`config.mk`:
```
export PLATFORM = sky130hd
export DESIGN_NAME = counter_mod_n
export DESIGN_NICKNAME = d
export VERILOG_FILES = /design/src/rtl/counter_mod_n.sv
export SDC_FILE = /design/constraint.sdc
export NUM_CORES = 1
export LEC_CHECK = 0
export CAP_MARGIN = 10
export CORE_MARGIN = 2
export CORE_UTILIZATION = 47
export CTS_BUF_LIST = sky130_fd_sc_hd__clkbuf_8
export DETAILED_ROUTE_END_ITERATION = 16
export HOLD_SLACK_MARGIN = 0.03
export PLACE_DENSITY = 0.77
export SLEW_MARGIN = 10
export SYNTH_ARGS = -nofsm -noshare
export SYNTH_HDL_FRONTEND = slang
export SYNTH_SLANG_ARGS = --single-unit
```
`constraint.sdc`:
```
create_clock -name clk -period 3.1 [get_ports clk]
set_input_delay 0.93 -clock clk [delete_from_list [all_inputs] [get_ports clk]]
set_output_delay 0.93 -clock clk [all_outputs]
set_load 0.01 [all_outputs]
```
`src/rtl/counter_mod_n.sv`:
```
// counter_mod_n: parametrised modulo-MOD up/down counter.
//   Modes: wrap (SATURATE=0) emits a one-cycle o_tc on every wrap and counts wraps.
//          saturate (SATURATE=1) holds at the end value; o_tc stays 0.
//   Per-cycle priority: i_clear > i_load > i_en > hold.
//   Cascade: drive the next stage's i_en from this stage's o_tc.
// Ports:
//   clk, reset_n    - clock (rising edge) and asynchronous active-low reset
//   i_en, i_up      - step enable and direction (1 = up)
//   i_clear         - synchronous clear of count and wrap counter
//   i_load          - synchronous load of i_load_val (clamped to MOD-1)
//   o_cnt           - registered count, 0..MOD-1
//   o_tc            - registered wrap tick, high while o_cnt shows the post-wrap value
//   o_at_end        - combinational: count is at the end value for the current i_up
//   o_wrap_cnt      - wraps since reset/clear, modulo 2^WRAP_W
// Legal parameters: MOD >= 2 and MOD <= 2^CNT_W.
module counter_mod_n #(
  parameter int CNT_W    = 7,
  parameter int MOD      = 100,
  parameter int SATURATE = 0,
  parameter int WRAP_W   = 8
) (
  input  logic              clk,
  input  logic              reset_n,
  input  logic              i_en,
  input  logic              i_up,
  input  logic              i_clear,
  input  logic              i_load,
  input  logic [CNT_W-1:0]  i_load_val,
  output logic [CNT_W-1:0]  o_cnt,
  output logic              o_tc,
  output logic              o_at_end,
  output logic [WRAP_W-1:0] o_wrap_cnt
);

  // Held as a CNT_W-bit constant so MOD == 2^CNT_W needs no extra bit.
  localparam logic [CNT_W-1:0] END_VAL = CNT_W'(MOD - 1);

  logic [CNT_W-1:0]  cnt_q,  cnt_d;
  logic              tc_q,   tc_d;
  logic [WRAP_W-1:0] wrap_q, wrap_d;

  logic at_top, at_bot;
  assign at_top = (cnt_q == END_VAL);
  assign at_bot = (cnt_q == '0);

  always_comb begin
    cnt_d  = cnt_q;
    tc_d   = 1'b0;
    wrap_d = wrap_q;
    if (i_clear) begin
      cnt_d  = '0;
      wrap_d = '0;
    end else if (i_load) begin
      // Out-of-range loads clamp so o_cnt never leaves 0..MOD-1.
      cnt_d = (i_load_val > END_VAL) ? END_VAL : i_load_val;
    end else if (i_en) begin
      if (i_up) begin
        if (!at_top) begin
          cnt_d = cnt_q + CNT_W'(1);
        end else if (SATURATE == 0) begin
          cnt_d  = '0;
          tc_d   = 1'b1;
          wrap_d = wrap_q + WRAP_W'(1);
        end
      end else begin
        if (!at_bot) begin
          cnt_d = cnt_q - CNT_W'(1);
        end else if (SATURATE == 0) begin
          cnt_d  = END_VAL;
          tc_d   = 1'b1;
          wrap_d = wrap_q + WRAP_W'(1);
        end
      end
    end
  end

  always_ff @(posedge clk or negedge reset_n) begin
    if (!reset_n) begin
      cnt_q  <= '0;
      tc_q   <= 1'b0;
      wrap_q <= '0;
    end else begin
      cnt_q  <= cnt_d;
      tc_q   <= tc_d;
      wrap_q <= wrap_d;
    end
  end

  assign o_cnt      = cnt_q;
  assign o_tc       = tc_q;
  assign o_wrap_cnt = wrap_q;
  // Follows i_up in the same cycle; no dependence on the previous direction.
  assign o_at_end   = i_up ? at_top : at_bot;

endmodule

```
== Word level (Yosys, flattened, before mapping) ==
Cells that the tools add are included.
Word-level totals
  bits in registers: 16
  input bits: 13
  output and inout port bits: 17
  word-level logic and storage cells: 35
Operators by class
  $add $sub $neg: 3
  order comparisons: 1
  eq/ne operators: 3
  multiplexer cells: 20
  reduce and logical (&&, ||, !) cells: 5
Operator list (count)
  2-to-1 mux 7 bit: 7
  2-to-1 mux 8 bit: 6
  adder 8 x 1 -> 8 bit (second input constant): 1
  adder 7 x 1 -> 7 bit (second input constant): 1
  == test 7 bit (second input constant): 1
  greater-than comparator 7 bit (second input constant): 1
  logical NOT 7 bit: 1
  2-to-1 mux 1 bit: 7
  subtractor 7 x 1 -> 7 bit (second input constant): 1
  nonzero test 3 bit: 2
  AND reduction 4 bit: 1
  != test 3 x 1 -> 1 bit (second input constant): 1
  != test 2 bit (second input constant): 1
  nonzero test 2 bit: 1

== Longest topological paths before layout ==
  word-level depth: 6
  mapped depth: 8
  depth with buffers taken out: 6

== Worst setup path after synthesis ==
No wires, ideal clock.
  kind: reg2out
  start: reg cnt_q[0], in the netlist o_cnt[0]
  end: out o_at_end
  data arrival time: 1.863 ns
  required time: 2.170 ns
  slack: 0.307 ns
  stages on the path, launching flop included: 8
  path buffers: 2
  cell sequence: dfrtp_1 > clkbuf_1 > inv_1 > ha_1 > or3b_2 > or3_1 > buf_6 > nand2_1
On the way
  word-level cells in the longest chain between the ends: 2
  elaborated cells between the ends (all ways): 3
  those cells by class: eq/ne (1); mux (1); reduce/logical (1)
Ends and longest elaborated chain
  from (decl): RTL line 38  | logic [CNT_W-1:0] cnt_q, cnt_d;
  from (signal assigned): RTL line 83  | cnt_q <= cnt_d;
  == test 7 bit / logical NOT 7 bit (equally long branches): RTL line 43, 44
  2-to-1 mux 1 bit *: RTL line 93  | assign o_at_end = i_up ? at_top : at_bot;
  to (decl): RTL line 31  | output logic o_at_end,
Every way passes the cells marked *; elsewhere a longest branch is shown, timed or not.

== Worst setup path in the final report ==
  start: in i_up
  end: out o_at_end
On the way
  word-level cells in the longest chain between the ends: 1
Ends and longest elaborated chain
  from (decl): RTL line 25  | input logic i_up,
  2-to-1 mux 1 bit: RTL line 93
Every way passes these cells.

==> metrics.txt <==
layout cells sized above 1 13.1%; nature of the critical path endpoint output port; most frequent cell after synthesis nand2_1; Worst VDD drop 0.281 mV; CTS Sinks 16; Leak 0.735 nW; DP HPWL 2500 µm; RSZ-0062 raised after global routing no; via density per instance 5.82; Final Setup Violations 0; Main synth FF type dfrtp_1; Slew Limit Fails 0; initial antenna violation count 0; power share of the combinational group 33.4%; H-tree levels 1; Hold/Removal Path Class register to register; synthesized cell area approximately 0.0013 mm²; DRT Wirelength 3180 µm; 1st-pass router iterations 4; TNS Setup 0 ns; Post-synth top cells nand2_1, dfrtp_1, nor2_1, a21oi_1; required time worst endpoint 2.17 ns; maximum clock rate 329 MHz; initial DRC count 45; clk_skew 0.00497 ns; Final Core Density 63.8%; clock network fraction of design power between 20 and 30%; Antenna Cells 0; mean area per synthesized cell 8.35 µm²; vias 1293; GRT met2 Usage between 30% and 40%; register area share after synthesis 30.3%; Placer Congestion 0.847; Initial Util between 40% and 50%; vias in the first global route 1233; status finished clean; antenna-violating nets left 0; slew at the pin with the worst max-slew slack around 0.74 ns; hold_ws 0.587 ns; Root Buffer clkbuf_8; synth top area cells dfrtp_1, mux2_1, nand2_1; Synth cell types 49; minimum clock period 3.04 ns; maximum clock path buffer count 2; die width 57.0 µm; routed wire length per instance 14.3 µm; fin area 0.00173 mm²; Most Used Layer, Global Route met2; pin count of the biggest net entering global routing 17; Total GRT Usage 20.9%; fin nets 210; Die Height 57.0 µm; Power Density 328 mW/mm²; maxcap violations 0; switching fraction of total power 30.2%; top cell type by total area after synthesis dfrtp_1; CP arrival 2.11 ns; WS Path Type input port to output port; final period utilization between 90% and 100%; Psw 0.171 mW; Placed Area between 0.0015 and 0.002 mm²; total global routing overflow 0; full die area 0.00325 mm²; Remaining DRCs 0; Flop pwr share 39.8%; first-pass GRT wire length ~5500 µm; number of synthesized flops with an enable pin 0; CTS buffer count 3; relative slew slack 50.3%; clk slew on worst S/H paths 0.06 ns; cells after synthesis around 160; PortBufs 29; fin cells 222; synthesized net count between 150 and 200; GR Util met3 1.59%; launching element type of the critical path input port; share of flip-flops with an asynchronous set or reset 100%; Synth Register Bits 16; # IOs 30; num rows 19; Hold-fix buffers, CTS 0; Int Pwr between 0.3 and 0.4 mW; Fin. Hold Viols 0; met1 GRT Util 28.3%; Yosys top cell area share 30.3%; CP Max Fanout 2; core area between 0.002 and 0.003 mm²; area added between synthesis and finish 30.9%; TritonCTS clock tree done; Inst Count DP 219; yosys warns 0; worst skew pair latency around 0.24 ns
## registers in the layout, indices dropped and copies added (netlist names)
| register | count |
|---|---|
| o_cnt | 7 |
| o_tc | 1 |
| o_wrap_cnt | 8 |
## logic make-up (layout without fill, tap and decap cells)
| kind of cell | count (synthesis) | after routing | share of synthesized area, % |
|---|---|---|---|
| DFF | 16 | 16 | 30.3 |
| xor gates and xnor gates | 1 | 1 | 0.664 |
| adders and majority gates | 4 | 4 | 3.79 |
| buffers and inverters | 22 | 55 | 7.58 |
| muxes | 10 | 10 | 9.76 |
| AOI/OAI and AO/OA | 43 | 43 | 23.2 |
| and+or+nand+nor | 62 | 62 | 24.6 |
## per-stage QoR
step,total power [mW],setup WS [ns]
detailed placement,0.419,-0.206
global route,0.599,0.0279
global placement,0.416,-0.203
finish,0.566,0.0596
floorplan,0.341,0.307
CTS,0.571,0.0509
## final timing paths
check | start | endpoint | slack [ns] | cells past startpoint
max | i_up | o_at_end | 0.06 | 4
min | o_wrap_cnt[1] | o_wrap_cnt[1] | 0.59 | 2
max reg2reg | o_cnt[1] | o_wrap_cnt[4] | 0.83 | 7
min reg2reg | o_wrap_cnt[1] | o_wrap_cnt[1] | 0.59 | 2
max in group asynchronous | reset_n | o_wrap_cnt[7] | 1.50 | 1
min in group asynchronous | reset_n | o_tc | 1.12 | 1
## repair_timing
item | CTS | global route
gates resized for setup | 1 | 0
endpoints found under the setup margin | 1 | 0
setup buffers | 0 | 0
## cells in the final DEF, fill, tap and decap left out, drive strengths merged, types with 2 or more instances in the layout
master / instances
a21oi: 11
a31oi: 2
a21boi: 2
nor2b: 9
nor4: 2
o31ai: 3
clkdlybuf4s50: 28
nand3: 5
ha: 4
o21ai: 6
mux2i: 2
dfrtp: 16
a21o: 2
nand2: 17
o211ai: 2
and3: 2
nand4: 7
o221ai: 2
nor2: 11
a31o: 2
o31a: 2
inv: 9
buf: 14
or3: 3
clkbuf: 3
mux2: 7
## critical path, cell delays in order
cell             delay (ns)
clkdlybuf4s50_1        0.43
or3_1                  0.41
nand2_1                0.08
dlygate4sd2_1          0.26
## area by class of cell
cell class / instances / area (µm²)
clock buffer: 3 / 41.3
fill: 257 / 982
inverter: 9 / 33.8
multi-input combinational: 120 / 820
sequential: 16 / 400
tap: 31 / 38.8
timing repair buffer: 43 / 394
## power groups by stage
stage | Combinational, mW | Sequential [mW] | Clock [mW]
5_1_grt | 0.208 | 0.227 | 0.163
4_1_cts | 0.189 | 0.226 | 0.156
2_1_floorplan | 0.106 | 0.236 | 0
3_3_place_gp | 0.187 | 0.229 | 0
3_5_place_dp | 0.189 | 0.229 | 0
6_report | 0.189 | 0.226 | 0.152
## per-layer routing
metal	share of wire [%]	up-vias	wire length (µm)
met5	0	-	0
met4	0.44	0	14
met3	3.2	2	102
met2	51	28	1620
met1	45	613	1440
li1	-	650	-
No activity file was read; power rests on OpenSTA's default activity.
==> variant, RTL diff (same flow settings) <==
Register the output `o_wrap_cnt` once more, cleared by the reset; this adds one clock of latency there. The other outputs are not delayed to match.
--- a/src/rtl/counter_mod_n.sv
+++ b/src/rtl/counter_mod_n.sv
@@ -90,3 +90,9 @@
   assign o_tc       = tc_q;
-  assign o_wrap_cnt = wrap_q;
+  always_ff @(posedge clk or negedge reset_n) begin
+    if (!reset_n) begin
+      o_wrap_cnt <= '0;
+    end else begin
+      o_wrap_cnt <= wrap_q;
+    end
+  end
   // Follows i_up in the same cycle; no dependence on the previous direction.
Function: changed (Yosys sat finds a counterexample within 4 cycles, from zero or initial values and one cycle with reset_n low).
==> variant against the original RTL <==
- core utilization fell by 0.22 points
- design area grew 13%
- total power rose by 38%
- register-to-register slack improved by 330 ps
- critical path type is now reg -> out
- area after synthesis increased by 16%
- synthesized cell count fell by 0.63%
- sequential cell count increased by 8
- sequential power up 52%
- setup slack better by 78 ps
- routed wire length grew 12%
==> variant: results (changes against the original RTL) <==
number of filler cells placed in the layout=278 (+8.2%); Multi-Input Combinational=117 (-2.5%); global-route usage over all layers=21.4% (+0.49 points); register area=601 um2 (+50%); routed length per placed instance=15.4 um (+7.3%); clock share of power=35.7% (+8.9 points); Final #Nets=206 (-1.9%); first-pass GRT wire length=5890 um (+6.9%); yosys warns=0 (unchanged); largest net degree at the start of global routing=25 (+8); worst vdd ir=0.182 mV (-35%); clk_lat worst skew=270 ps (+30 ps); DP Area=1880 um2 (+12%); vias per std cell=5.69 (-2.3%); multi-input combinational area share=43.8% (-3.6 points); Critical Path Fanout Max=6 (+4); status=finished, final reports clean; worst hold path class=reg -> reg; Worst Path Arrival=2030 ps (-80 ps); ClkCell Share=3.65% (+1.3 points); Synth Area in XOR/XNOR=1.72% (+1.1 points); most frequent cells after synthesis=dfrtp_1 (24), a21oi_1 (11), nor2_1 (11); post-synthesis sequential area ratio=39.3% (+8.9 points); syn_nets=174 (-0.57%); bufs w/o clock=37 (-14%); post-DP HPWL=2610 um (+4.2%); Sw Share=26.6% (-3.6 points); leakage=0.824 nW (+12%); slew margin rel.=62.4% (+12 points); Synth Area in Compound Gates=19.6% (-3.6 points); Logic pwr share=20.3% (-13 points); multiplexer share of the synthesized area=6.79% (-3.0 points); ranking of synthesized cells by area=dfrtp_1 (39%), mux2_2 (5.2%), nor2b_1 (4.1%); vias in the first global route=1,292 (+4.8%); gpl congestion=0.888 (+4.8%); Clock Skews=5.65 ps (+0.678 ps); count of flip-flops and latches=24 (+8); non-clock buffer area fraction after layout=17.9% (-5.0 points); share of layout cells above drive strength 1=14.9% (+1.8 points); delay of the slowest critical-path stage=540 ps (+110 ps); pre-CTS setup slack=-76.7 ps (+129 ps); Post-Synthesis Cells=157 (-0.63%); Die X=61.0 um (+7.1%); Max clock buf depth=2 (unchanged); multi-input logic area=857 um2 (+4.6%); Adder-Cell Fraction of Synth Area=3.27% (-0.52 points)
-- variant: routing by layer --
metal / vias to the layer above / track usage, % / share of wire [%] / wire, um
li1: 638 / - / - / -
met4: 0 / 10.2 / 1.5 / 54
met1: 628 / 28.3 / 44 / 1580
met2: 47 / 35.3 / 49 / 1730
met3: 7 / 1.89 / 5.4 / 192
met5: - / 0 / 0 / 0
-- variant: final timing paths --
check	from	end	slack, ps	depth (start not counted)
max	o_cnt[0]$_DFFE_PN0P_	o_at_end	140	6
min	wrap_q[7]$_DFFE_PN0P_	o_wrap_cnt[7]$_DFF_PN0_	400	0
max reg2reg	o_cnt[0]$_DFFE_PN0P_	wrap_q[3]$_DFFE_PN0P_	1160	7
min reg2reg	wrap_q[7]$_DFFE_PN0P_	o_wrap_cnt[7]$_DFF_PN0_	400	0
max in group asynchronous	reset_n	wrap_q[4]$_DFFE_PN0P_	1840	2
min in group asynchronous	reset_n	o_cnt[4]$_DFFE_PN0P_	1020	2
